### config.mk
export PLATFORM = sky130hd
export DESIGN_NAME = output_argmax
export DESIGN_NICKNAME = d
export VERILOG_FILES = /design/src/rtl/nn_pkg.sv /design/src/rtl/score_compare.sv /design/src/rtl/output_argmax.sv
export SDC_FILE = /design/constraint.sdc
export NUM_CORES = 1
export LEC_CHECK = 0
export CORE_MARGIN = 10
export CORE_UTILIZATION = 25
export CTS_BUF_LIST = sky130_fd_sc_hd__clkbuf_4 sky130_fd_sc_hd__clkbuf_8
export CTS_CLUSTER_DIAMETER = 40
export DETAILED_ROUTE_END_ITERATION = 6
export GPL_ROUTABILITY_DRIVEN = 1
export PLACE_DENSITY = 0.43
export REMOVE_ABC_BUFFERS = 1
export SYNTH_ARGS = -nofsm -noshare
export SYNTH_HDL_FRONTEND = slang
export SYNTH_SLANG_ARGS = --single-unit
### constraint.sdc
create_clock -name clk -period 5.5 [get_ports clk]
set_clock_uncertainty 0.1 [all_clocks]
set_input_delay 1.1 -clock clk [delete_from_list [all_inputs] [get_ports clk]]
set_output_delay 1.1 -clock clk [all_outputs]
set_load 0.05 [all_outputs]
### src/rtl/nn_pkg.sv
// nn_pkg
//   Definitions shared by the hidden layer, the output layer and the argmax
//   stage: network geometry, the Q16.16 score format and the FSM state
//   encoding used by output_argmax.
package nn_pkg;

  localparam int NN_NUM_CLASSES = 10;  // output-layer scores per sample
  localparam int NN_DATA_WIDTH  = 32;  // bits per score
  localparam int NN_FRAC_BITS   = 16;  // Q16.16: low 16 bits are the fraction

  typedef enum logic [1:0] {
    ST_IDLE = 2'd0,
    ST_SCAN = 2'd1,
    ST_DONE = 2'd2
  } argmax_state_e;

endpackage

### src/rtl/score_compare.sv
// score_compare
//   Combinational signed greater-than for two-complement Q16.16 scores.
//   Ports:
//     a, b : input scores (W bits, signed)
//     gt   : 1 when a > b (strict)
module score_compare
  import nn_pkg::*;
#(
  parameter int W = NN_DATA_WIDTH
) (
  input  logic [W-1:0] a,
  input  logic [W-1:0] b,
  output logic         gt
);

  // A fixed binary point does not change ordering, so a plain signed
  // integer compare is exact for Q16.16.
  assign gt = $signed(a) > $signed(b);

endmodule

### src/rtl/output_argmax.sv
// output_argmax
//   Picks the winning class from the output layer. On start the whole score
//   vector is captured, then one class per cycle is compared against the
//   running best and second-best. The result is held with a valid/ready
//   handshake and stays readable after it has been accepted.
//   Ports:
//     clk, rst   : clock, synchronous active-high reset
//     start      : classify the scores currently on result (honoured in IDLE)
//     result     : flattened scores, class k at [DATA_WIDTH*k +: DATA_WIDTH]
//     busy       : high while scanning or waiting for out_ready
//     out_valid  : digit/max_score/margin are valid
//     out_ready  : consumer accepts the result
//     digit      : index of the winning class (lowest index on ties)
//     max_score  : winning score
//     margin     : winning score minus second-best score
//   NUM_CLASSES must be at most 15 so that the 4-bit index can reach the
//   one-past-the-end value used to close the scan.
module output_argmax
  import nn_pkg::*;
#(
  parameter int NUM_CLASSES = NN_NUM_CLASSES,
  parameter int DATA_WIDTH  = NN_DATA_WIDTH
) (
  input  logic                              clk,
  input  logic                              rst,
  input  logic                              start,
  input  logic [NUM_CLASSES*DATA_WIDTH-1:0] result,
  output logic                              busy,
  output logic                              out_valid,
  input  logic                              out_ready,
  output logic [3:0]                        digit,
  output logic [DATA_WIDTH-1:0]             max_score,
  output logic [DATA_WIDTH-1:0]             margin
);

  localparam logic [DATA_WIDTH-1:0] MOST_NEG = {1'b1, {(DATA_WIDTH-1){1'b0}}};
  // Index value reached once every class has been compared; the cycle spent
  // there latches the outputs, giving a start-to-valid latency of NUM_CLASSES.
  localparam logic [3:0] SCAN_END = 4'(NUM_CLASSES);

  argmax_state_e         state_q, state_d;
  logic [3:0]            idx_q, idx_d;
  logic [DATA_WIDTH-1:0] bank_q [NUM_CLASSES];
  logic [DATA_WIDTH-1:0] bank_d [NUM_CLASSES];
  logic [DATA_WIDTH-1:0] best_q, best_d;
  logic [3:0]            best_idx_q, best_idx_d;
  logic [DATA_WIDTH-1:0] second_q, second_d;
  logic [3:0]            digit_q, digit_d;
  logic [DATA_WIDTH-1:0] max_score_q, max_score_d;
  logic [DATA_WIDTH-1:0] margin_q, margin_d;

  logic [DATA_WIDTH-1:0] result_score [NUM_CLASSES];
  logic [DATA_WIDTH-1:0] cand;
  logic                  cand_gt_best;
  logic                  cand_gt_second;
  logic [DATA_WIDTH:0]   margin_full;

  // Unflatten the input bus into one word per class.
  generate
    for (genvar gi = 0; gi < NUM_CLASSES; gi++) begin : g_unpack
      assign result_score[gi] = result[gi*DATA_WIDTH +: DATA_WIDTH];
    end
  endgenerate

  always_comb begin
    cand = '0;
    if (idx_q < SCAN_END) begin
      cand = bank_q[idx_q];
    end
  end

  score_compare #(.W(DATA_WIDTH)) u_cmp_best (
    .a  (cand),
    .b  (best_q),
    .gt (cand_gt_best)
  );

  score_compare #(.W(DATA_WIDTH)) u_cmp_second (
    .a  (cand),
    .b  (second_q),
    .gt (cand_gt_second)
  );

  // One extra bit so the full signed range (e.g. 0x7FFFFFFF - 0x80000000)
  // cannot wrap; best >= second always holds, so the sign bit stays clear.
  assign margin_full = {best_q[DATA_WIDTH-1], best_q}
                     - {second_q[DATA_WIDTH-1], second_q};

  always_comb begin
    state_d     = state_q;
    idx_d       = idx_q;
    bank_d      = bank_q;
    best_d      = best_q;
    best_idx_d  = best_idx_q;
    second_d    = second_q;
    digit_d     = digit_q;
    max_score_d = max_score_q;
    margin_d    = margin_q;

    case (state_q)
      ST_IDLE: begin
        if (start) begin
          bank_d     = result_score;
          best_d     = result_score[0];
          best_idx_d = 4'd0;
          second_d   = MOST_NEG;
          idx_d      = 4'd1;
          state_d    = ST_SCAN;
        end
      end

      ST_SCAN: begin
        if (idx_q < SCAN_END) begin
          // Strict compare keeps the lowest index on ties.
          if (cand_gt_best) begin
            second_d   = best_q;
            best_d     = cand;
            best_idx_d = idx_q;
          end else if (cand_gt_second) begin
            second_d = cand;
          end
          idx_d = idx_q + 4'd1;
        end else begin
          digit_d     = best_idx_q;
          max_score_d = best_q;
          // Clamp instead of wrapping should the ordering invariant break.
          margin_d    = margin_full[DATA_WIDTH] ? '0 : margin_full[DATA_WIDTH-1:0];
          state_d     = ST_DONE;
        end
      end

      ST_DONE: begin
        if (out_ready) begin
          state_d = ST_IDLE;
        end
      end

      default: state_d = ST_IDLE;
    endcase
  end

  always_ff @(posedge clk) begin
    if (rst) begin
      state_q     <= ST_IDLE;
      idx_q       <= '0;
      bank_q      <= '{default: '0};
      best_q      <= '0;
      best_idx_q  <= '0;
      second_q    <= '0;
      digit_q     <= '0;
      max_score_q <= '0;
      margin_q    <= '0;
    end else begin
      state_q     <= state_d;
      idx_q       <= idx_d;
      bank_q      <= bank_d;
      best_q      <= best_d;
      best_idx_q  <= best_idx_d;
      second_q    <= second_d;
      digit_q     <= digit_d;
      max_score_q <= max_score_d;
      margin_q    <= margin_d;
    end
  end

  assign busy      = (state_q != ST_IDLE);
  assign out_valid = (state_q == ST_DONE);
  assign digit     = digit_q;
  assign max_score = max_score_q;
  assign margin    = margin_q;

endmodule

# Yosys cells after proc, flatten, opt, wreduce, memory -nomap -nowiden
# Index checks and enable logic that the tools add are counted.
dict set report word_totals {
  register_bits 462
  in_bits 324
  output_inout_bits 70
}
dict set report classes {
  n_addsub 2
  order_cmp 4
  eq_ne 8
  muxes 25
  bitwise 2
  reduce_logical 9
}
# operator count
set op_table {}
lappend op_table {{32-bit 2-to-1 mux} 11}
lappend op_table {{32-bit binary-select mux with 4-bit select} 1}
lappend op_table {{32-bit case mux with 2 select lines} 2}
lappend op_table {{32-bit greater-than comparator} 2}
lappend op_table {{32-bit by 32-bit subtractor with 33-bit output} 1}
lappend op_table {{4-bit 2-to-1 mux} 5}
lappend op_table {{4-bit case mux with 2 select lines} 2}
lappend op_table {{2-bit != test (second input constant)} 4}
lappend op_table {{4-bit AND reduction} 2}
lappend op_table {{2-bit 2-to-1 mux} 3}
lappend op_table {{2-bit case mux with 3 select lines} 1}
lappend op_table {{3-bit AND reduction} 2}
lappend op_table {{5-bit greater-or-equal comparator (second input constant)} 1}
lappend op_table {{4-bit inverter with 5-bit output} 1}
lappend op_table {{4-bit by 1-bit adder with 4-bit output (second input constant)} 1}
lappend op_table {{4-bit less-than comparator (second input constant)} 1}
lappend op_table {{2-bit AND reduction} 2}
lappend op_table {{2-bit nonzero test} 2}
lappend op_table {{3-bit != test (second input constant)} 1}
lappend op_table {{2-bit by 1-bit equality test with 1-bit output (second input constant)} 1}
lappend op_table {{2-bit equality test (second input constant)} 1}
lappend op_table {{2-bit zero test} 1}
lappend op_table {{2-bit by 1-bit != test with 1-bit output (second input constant)} 1}
lappend op_table {{1-bit inverter} 1}

# Logic depth before layout (Yosys ltp)
dict set report logic_depth {
  word_depth 10
  depth_mapped 18
  ltp_nobuf 13
}

# Hierarchy
# A second synthesis with hierarchy kept.
dict set report unflattened {
  hier_cells 2778
  hier_area_um2 22367.7
}
# mod n_inst cells_per_inst area_each_um2 seq_area_each_um2
set modules_own_cells {}
lappend modules_own_cells {output_argmax 1 2546 20643.5 9248.9}
lappend modules_own_cells {score_compare 2 116 862.1 0.0}

# Worst setup path after synthesis
# Ideal clock, no wire load.
dict set report synth_path {
  kind {register to register}
  start {register idx_q[0]}
  end {register second_q[10]}
  setup_time_ns 0.130
  t_arrival_ns 3.840
  required_time_ns 5.270
  setup_slack_ns 1.429
  stages_incl_launch_ff 17
  synth_period_minus_slack_ns 4.071
  path_cell_list {dfxtp_1 > buf_4 > buf_4 > buf_1 > mux4_2 > mux2i_1 > o22ai_1 > ha_1 > nand4_1 > or4_1 > a31oi_1 > nor2_1 > mux2i_1 > buf_4 > o311ai_1 > buf_2 > o32ai_1}
}
dict set report synth_via {
  elab_chain_len 9
}
# item line
set synth_rtl {}
lappend synth_rtl {{from (decl)} output_argmax.sv:42} ;# logic [3:0] idx_q, idx_d;
lappend synth_rtl {{from (signal assigned)} output_argmax.sv:155} ;# idx_q <= idx_d;
lappend synth_rtl {{4-bit inverter with 5-bit output (not written as such)} output_argmax.sv:68} ;# cand = bank_q[idx_q];
lappend synth_rtl {{32-bit binary-select mux with 4-bit select} output_argmax.sv:68}
lappend synth_rtl {{32-bit 2-to-1 mux (not written as such) (2 in a row)} output_argmax.sv:68}
lappend synth_rtl {{32-bit 2-to-1 mux} output_argmax.sv:67} ;# if (idx_q < SCAN_END) begin
lappend synth_rtl {{32-bit greater-than comparator or 32-bit 2-to-1 mux (tied branches)} {score_compare.sv:18, output_argmax.sv:119}}
lappend synth_rtl {{32-bit 2-to-1 mux} output_argmax.sv:115} ;# if (cand_gt_best) begin
lappend synth_rtl {{32-bit 2-to-1 mux} output_argmax.sv:113} ;# if (idx_q < SCAN_END) begin
lappend synth_rtl {{32-bit case mux with 2 select lines} output_argmax.sv:100} ;# case (state_q)
lappend synth_rtl {{to (signal assigned)} output_argmax.sv:159} ;# second_q <= second_d;
lappend synth_rtl {{to (decl)} output_argmax.sv:47} ;# logic [DATA_WIDTH-1:0] second_q, second_d;
# Parallel ways exist; a longest one is shown, timed or not. The select of a mux whose other input is x is not followed.
# A chain may end at the register's enable or synchronous reset.

# Final worst setup path
dict set report layout_path {
  start {register idx_q[1]}
  end {register second_q[28]}
}
# The elaborated chain is that of the path after synthesis.

==> impl_metrics.py <==
metrics = {
    "outcome": {
        "outcome": "complete, no violations",
    },
    "die": {
        "coreArea_um2": 86800,
        "die_width_um": 315,
        "rows": 108,
        "start_util": 0.252,
        "die_h_um": 315,
        "die_area_um2": 99500,
        "io_pins": 394,
    },
    "sta": {
        "hold_violations": 0,
        "rsz0062_at_grt": "false",
        "post-route-min-period_ns": 4.98,
        "slew_headroom": 0.242,
        "setup_viol": 0,
        "worst_pin_slew_ns": 1.13,
        "drv_slew": 0,
        "tns_ns": 0,
        "min_period_over_period": 0.906,
        "fin_hold_ws_ns": 0.351,
        "max_freq_mhz": 201,
    },
    "route": {
        "vias_per_cell": 4.71,
        "num_vias": 19900,
        "ant_nets": 0,
        "wl_per_cell_um": 19.2,
        "drt-total-wl_um": 81500,
        "initialDrtViolationCount": 1300,
        "drc": 0,
        "drt_first_pass_iters": 5,
    },
    "worst_setup_path": {
        "cpMaxStageDelayCell": "dfxtp_4",
        "cp.arrival_ns": 5.42,
        "slowest_delay_ns": 0.78,
        "crit_top_cell": "buf_4",
        "crit_chain": "buf_4 > mux4_2 > mux2i_1 > o22ai_1 > ha_1 > nand4_1 > or4_1 > a31oi_1 > nor2_1 > mux2i_4 > buf_4 > o311ai_4 > buf_4 > o32ai_1",
        "path_class": "reg2reg",
        "crit_buf_inv": 3,
        "end_kind": "register",
        "required_ns": 5.94,
        "start_kind": "register",
        "cp_max_fo": 32,
        "cp_top_family": "simple AND/OR/NAND/NOR gates",
    },
    "final_layout": {
        "final_nets": 3422,
        "most-common-layout-cells": "nand2_1, dfxtp_1, a21oi_1",
        "design_area_um2": 29200,
        "fin_cells": 4234,
        "utilization": 0.337,
        "drive_above_1_share": 0.0998,
        "layout_commonest_cell": "nand2_1",
        "syn2layout_area_growth_pct": 34.0,
    },
    "global_route": {
        "grt_pass1_vias": 20500,
        "grt_start_max_net_pins": 177,
        "gr-total-overflow": 0,
        "antenna_found_initial": 4,
        "grt_pass1_wl_um": 121000,
        "track_usage": 0.157,
    },
    "yosys": {
        "synthDistinctLibCells": 66,
        "synth_warnings": 0,
        "async_flop_share": 0,
        "synth_ff_type": "dfxtp_1",
        "synthTopCellsByArea": "dfxtp_1, nand2_1, a21oi_1",
        "synth_edf_count": 0,
        "ys_ff_latch": 462,
        "synth.avg_cell_area_um2": 8.23,
        "ys_seq_area_frac": 0.424,
        "mappedNetlistArea_um2": 21800,
        "synth_top_area_frac": 0.424,
        "synthCells": 2652,
        "yosysTopAreaCell": "dfxtp_1",
    },
    "clock_tree": {
        "cts_buffers": 97,
        "htreeDepth": 3,
        "clock_path_buffers": 3,
        "post_cts_buffers": 0,
        "hold_buffers": 0,
        "cts_root_buf": "clkbuf_8",
        "cts_sinks": 462,
        "clkLatencyLatePin_ns": 0.69,
        "cts_resized": 0,
        "cts.clk_slew.worst_paths_ns": 0.05,
        "cts_tree": "yes",
    },
    "min_path": {
        "worstHoldPathType": "reg2reg",
    },
    "place": {
        "place_congestion": 0.846,
        "dp_hpwl_um": 59100,
        "placedCellCount": 4056,
        "place_area_um2": 27000,
        "port_buffers": 393,
    },
    "power": {
        "power_density_nw_per_um2": 343,
        "ir_worst_vdd_uv": 159,
        "leakage_uw": 0.0108,
    },
    "flow_run": {
        "drv_cap": 0,
    },
}
-- cell families after synthesis --
group,count (synthesis),share of synthesized area
fa+ha+maj,98,0.0565
compound gates,634,0.166
buf+inv,266,0.0478
mux,161,0.111
simple gates,1003,0.184
xor+xnor,28,0.0112
flops,462,0.424
-- synth_stat cells (17+ instances only) --
cell,n
nand4_1,18
or3_1,31
o32ai_1,30
nor2_1,105
nand3_1,17
clkbuf_1,155
ha_1,97
mux2i_1,97
o21ai_0,19
a21oi_1,440
mux4_2,64
nand2_1,791
buf_2,24
o22ai_1,31
dfxtp_1,462
inv_1,75
a21o_1,24
-- power by group --
part / leakage [uW] / switching, uW / internal (uW)
Combinational: 0.00584 / 1250 / 972
Sequential: 0.00378 / 138 / 3540
Clock: 0.00115 / 1630 / 2490
Total: 0.0108 / 3020 / 7000
-- stage by stage --
step | setup slack [ns] | total power (uW)
2_1_floorplan | -5.48 | 5130
3_3_place_gp | 0.612 | 5930
3_5_place_dp | 0.510 | 5960
4_1_cts | 0.492 | 10100
5_1_grt | 0.256 | 10500
6_report | 0.516 | 10000
-- metal layers --
layer / part of all wire / routed length, um / track usage / up-vias
li1: - / - / - / 9827
met1: 0.44 / 35900 / 0.200 / 9426
met2: 0.47 / 38600 / 0.261 / 546
met3: 0.061 / 4940 / 0.0368 / 122
met4: 0.025 / 2060 / 0.0470 / 0
met5: 0 / 0 / 0 / -
-- state kept, by name (all words and copies together) (netlist names) --
register / cells
max_score: 32
idx_q: 4
second_q: 32
bank_q: 320
margin: 32
digit: 4
state_q: 2
best_q: 32
best_idx_q: 4
-- worst register-to-register path, cell delays in order (launching register included) --
cell	delay, ns
dfxtp_4	0.78
buf_4	0.33
mux4_2	0.32
mux2i_1	0.24
o22ai_1	0.23
ha_1	0.50
nand4_1	0.19
or4_1	0.60
a31oi_1	0.17
nor2_1	0.10
mux2i_4	0.23
buf_4	0.22
o311ai_4	0.28
buf_4	0.33
o32ai_1	0.18
-- final timing paths --
kind               from            to  slack [ns]  depth (start not counted)
max            idx_q[1]  second_q[28]        0.52                         14
min          margin[26]    margin[26]        0.35                          2
max reg2reg    idx_q[1]  second_q[28]        0.52                         14
min reg2reg  margin[26]    margin[26]        0.35                          2
-- final cells by class --
class	instances	area (um^2)
Antenna cell	3	7.51
Clock buffer	138	1760
Clock inverter	37	444
Fill cell	9167	57500
Inverter	75	282
Multi-Input combinational cell	1924	11600
Sequential cell	462	9260
Tap cell	1155	1450
Timing Repair Buffer	440	4430
Power figures use the tool's default switching activity.
==> patch 1: new RTL, same flow settings <==
Change the package constant `NN_NUM_CLASSES` from 10 to 11.
--- a/src/rtl/nn_pkg.sv
+++ b/src/rtl/nn_pkg.sv
@@ -6,3 +6,3 @@
 
-  localparam int NN_NUM_CLASSES = 10;  // output-layer scores per sample
+  localparam int NN_NUM_CLASSES = 11;  // output-layer scores per sample
   localparam int NN_DATA_WIDTH  = 32;  // bits per score
Interface: changed (resized result); port bits go from 394 to 426. No check against the original RTL was run, so the function may have changed too.
==> patch 1 against the original RTL <==
- count of clock-buffer cells in the layout up 9
- power rose by 12%
- sequential cell count rose by 32
- die area grew 8.4%
- worst setup slack got worse by 0.15 ns
- wire length is 13% higher
- synthesized area grew 8.9%
- design area rose by 10%
- highest routed layer is now met5
==> patch 1: results (changes against the original RTL) <==
Run status
The flow ran to the end, and the final reports show no timing, DRC or antenna violations.

Cells and area
The final-layout clock-cell area share is 8.27% (+0.72 points). The number of nets at the end of the flow is 3754 (+9.7%). The register share of the cell area is 30.8% (-0.91 points).

The flip-flop count of the largest register, all copies and words added was 352 (+10%). The fill cell total of the finished layout is 10100 (+10%). The area taken by multi-input logic gates is 12700 um2 (+9.0%).

The number of buffers other than clock buffers in the final layout is 494 (+12%). The proportion of layout cells with a drive suffix above 1 is 11.3% (+1.3 points).

Synth
The portion of the post-synthesis area used by sequential elements is 41.6% (-0.78 points). In the post-synthesis netlist, the biggest area contributors are dfxtp_1 (42%), nand2_1 (13%), a21oi_1 (9.8%), mux4_2 (6.1%), ha_1 (5.1%).

Worst setup path
On the critical path, the stage with the largest delay is an instance of nor3_4. The worst stage delay on the critical path was 0.91 ns (+0.13 ns).

CTS
The number of buffers inserted during clock tree synthesis was 111 (+14%). The total clock sinks was 494 (+6.9%). The clock network latency to the later pin of the worst-skew pair is 0.72 ns (+0.03 ns).

Placed design
The pre-CTS setup slack is 0.320 ns (-0.191 ns). The total of buffers placed on input and output ports is 425 (+8.1%). The half-perimeter wire length after detailed placement came to 67500 um (+14%).

The weighted congestion at the end of routability-driven global placement is 0.822 (-2.8%).

GRT
The met1 track demand over resource in global routing is 21.1% (+1.0 points). The global routing usage on met2 is 27.8% (+1.7 points). The first-pass GRT wire length is 139000 um (+15%). The met3 demand-to-capacity share in global routing is 4.07% (+0.39 points). The maximum number of pins on one net before global-route repair is 169 (-4.5%).

The overall fraction of global-route tracks in use is 16.6% (+0.88 points). The number of global-route vias before repair came to 22300 (+8.9%).

Route
The average wire length per cell after detail routing is 19.8 um (+3.1%). The detailed router's first-iteration violation count is 1080 (-17%).

Power
The highest ir drop seen on vdd came to 0.000175 V (+10%). The clock share of power is 44.0% (+2.9 points). The power in sequential cells is 3.93 mW (+6.8%). The leakage power of the design is 12.6 nW (+17%).

STA
The transition time at the pin with the least slew margin is 1.19 ns (+0.0603 ns).
patch 1: path summary, 6_finish.rpt:
| check | start | endpoint | slack, ns | cells past startpoint |
|---|---|---|---|---|
| min | bank_q[227] | bank_q[227] | 0.35 | 2 |
| max | idx_q[0] | second_q[16] | 0.37 | 16 |
| max reg2reg | idx_q[0] | second_q[16] | 0.37 | 16 |
| min reg2reg | bank_q[227] | bank_q[227] | 0.35 | 2 |
patch 1: stage by stage:
stage	hold slack [ns]	std cells	cell area [um2]	TNS [ns]
2_1_floorplan	0.326	2693	22900	-1091.20
3_3_place_gp	0.340	4452	29500	0
3_5_place_dp	0.343	4452	29500	0
4_1_cts	0.351	4655	32200	0
5_1_grt	0.367	4657	32200	0
6_report	0.348	4657	32200	0
patch 1: cell families after synthesis:
kind of cell	count (synthesis)	synth area share [%]
AOI/OAI and AO/OA	711	17.9
xor gates and xnor gates	27	0.995
adders and majority gates	98	5.19
buffers and inverters	319	5.51
DFF	494	41.6
muxes	161	10.1
and+or+nand+nor	1093	18.7
==> patch 2: new RTL, same settings <==
Made on the original files. Make the reset (`rst`) asynchronous in one clocked block. Comments in the files are not updated.
--- a/src/rtl/output_argmax.sv
+++ b/src/rtl/output_argmax.sv
@@ -141,3 +141,3 @@
 
-  always_ff @(posedge clk) begin
+  always_ff @(posedge clk or posedge rst) begin
     if (rst) begin
Function: differs if rst is asserted again (counterexample within 4 cycles, from zero or initial values and one cycle with rst high); with rst held inactive, the same outputs for 4 cycles.
==> patch 2 against the original RTL <==
- worst setup slack got worse by 0.069 ns
- wire length fell by 0.94%
- design area grew 7.4%
- critical path depth is the same
- sequential cell count stayed put
- synthesized area up 7.5%
- synthesized cell count decreased by 30%
- critical endpoint is now second_q[31]
Power is not compared: it rests on default switching activity, and its combinational part moved more than twofold at a synthesized area within 25%.
==> patch 2: results (changes against the original RTL) <==
Run status
The run finished with clean final reports.

Min path
The worst hold path begins at max_score[27]. For hold timing, the worst endpoint is max_score[27].

Worst setup path
The maximum fanout along the worst path is 41 (+28%). The source of the critical timing path is idx_q[0]. The setup slack of the most critical reg-to-reg path is 0.45 ns (-0.07 ns). The critical path data arrival time came to 5.59 ns (+0.17 ns). The source of the worst register-to-register timing path is idx_q[0].

Synth
The multiplexer fraction of the synthesized cell area is 26.2% (+15 points). The area share of the largest cell type after synthesis is 49.3% (+6.9 points). The average cell area after synthesis came to 12.6 um2 (+53%).

The commonest cells after synthesis are dfrtp_1 (462), mux2_2 (355), nand2_1 (98). The share of flip-flops with an asynchronous set or reset after synthesis is 100% (+100 points). The share of the synthesized area in compound gates (AO/OA/AOI/OAI) is 10.2% (-6.4 points).

In the post-synthesis netlist, the biggest area contributors are dfrtp_1 (49%), mux2_2 (17%), mux4_2 (6.1%), ha_1 (5.2%), mux2i_1 (2.8%). The portion of the post-synthesis area used by sequential elements is 49.3% (+6.9 points). The fraction of synthesized cell area in xor and xnor cells is 1.01% (-0.12 points). The fraction of the mapped netlist area in adder cells was 5.26% (-0.39 points).

STA
The hold slack is 0.376 ns (+0.0256 ns). The worst slew margin relative to its limit was 22.6% (-1.6 points).

Placed design
The weighted congestion at the end of routability-driven global placement is 0.828 (-2.0%). The total of buffers placed on input and output ports was 393 (unchanged). The half-perimeter wire length after detailed placement is 59700 um (+0.97%). The pre-CTS setup slack was 0.144 ns (-0.367 ns). The number of cells after detailed placement is 3441 (-15%).

CTS
The clock network latency to the later pin of the worst-skew pair came to 0.72 ns (+0.03 ns). The number of buffers inserted during clock tree synthesis is 103 (+6.2%).

GRT
The overall fraction of global-route tracks in use is 14.9% (-0.82 points). The number of global-route vias before repair is 18600 (-9.4%). The number of antenna violations at the first check in global routing was 7 (+3). The first-pass GRT wire length was 121000 um (-0.51%).

Route
The detailed router's first-iteration violation count is 899 (-31%). The post-detailed-routing wire length is 80700 um (-0.94%). The via count is 16700 (-16%). The number of optimization iterations in the first detailed-route pass came to 5 (unchanged).

Cells and area
The number of nets at the end of the flow came to 2714 (-21%). The proportion of layout cells with a drive suffix above 1 is 28.2% (+18 points). The number of standard cells in the final layout excluding fillers is 3623 (-14%).
patch 2: cell count changes after synthesis, sizes merged, moves of 30 or more:
cell,change
a21oi,-378
nor2,-46
nand2,-693
o21ai,+34
o2bb2ai,+30
o32ai,-30
mux2i,-30
clkbuf,-92
a22o,+31
mux2,+358
dfxtp,-462
a31oi,+31
dfrtp,+462
patch 2: worst max path at each step:
stage / to / slack, ns / cells after the start
after global placement: second_q[11] / 0.28 / 14
after global routing: second_q[31] / 0.1 / 15
after floorplan: second_q[0] / -10.90 / 5
final: second_q[31] / 0.45 / 14
after CTS: second_q[7] / 0.13 / 14
after detailed placement: second_q[7] / 0.14 / 14
patch 2: cell type report:
type                       count  area (um2)
antenna                        4        10.0
tap                         1254        1570
clock inverter                35         478
timing repair buffer         441        4490
fill                        9250       61800
clock buffer                 143        1840
multi-input combinational   1196       11100
sequential                   462       11600
inverter                      88         338
patch 2: report_power, final:
| group | total [mW] | internal (mW) | switching (mW) |
|---|---|---|---|
| Clock | 4.32 | 2.66 | 1.66 |
| Sequential | 6.09 | 5.14 | 0.952 |
| Combinational | 13.8 | 6.09 | 7.67 |
patch 2: worst max-delay path: stages, from the launching register on:
cell       delay [ns]
dfrtp_4          0.68
buf_12           0.22
buf_12           0.19
mux4_2           0.54
o2bb2ai_1        0.22
ha_1             0.34
a21o_1           0.18
a21o_1           0.17
a21oi_1          0.27
o211ai_1         0.21
a211oi_1         0.50
mux2i_4          0.36
buf_4            0.44
mux2_1           0.38
mux2i_1          0.13
patch 2: layer usage:
metal  up-vias  wire [um]  global-route usage (%)
met5         -         52                       0
met4         8       2290                    4.58
met3       132       5190                    4.78
met2       403      37000                    23.5
met1      8455      36200                    19.3
li1       7750          -                       -
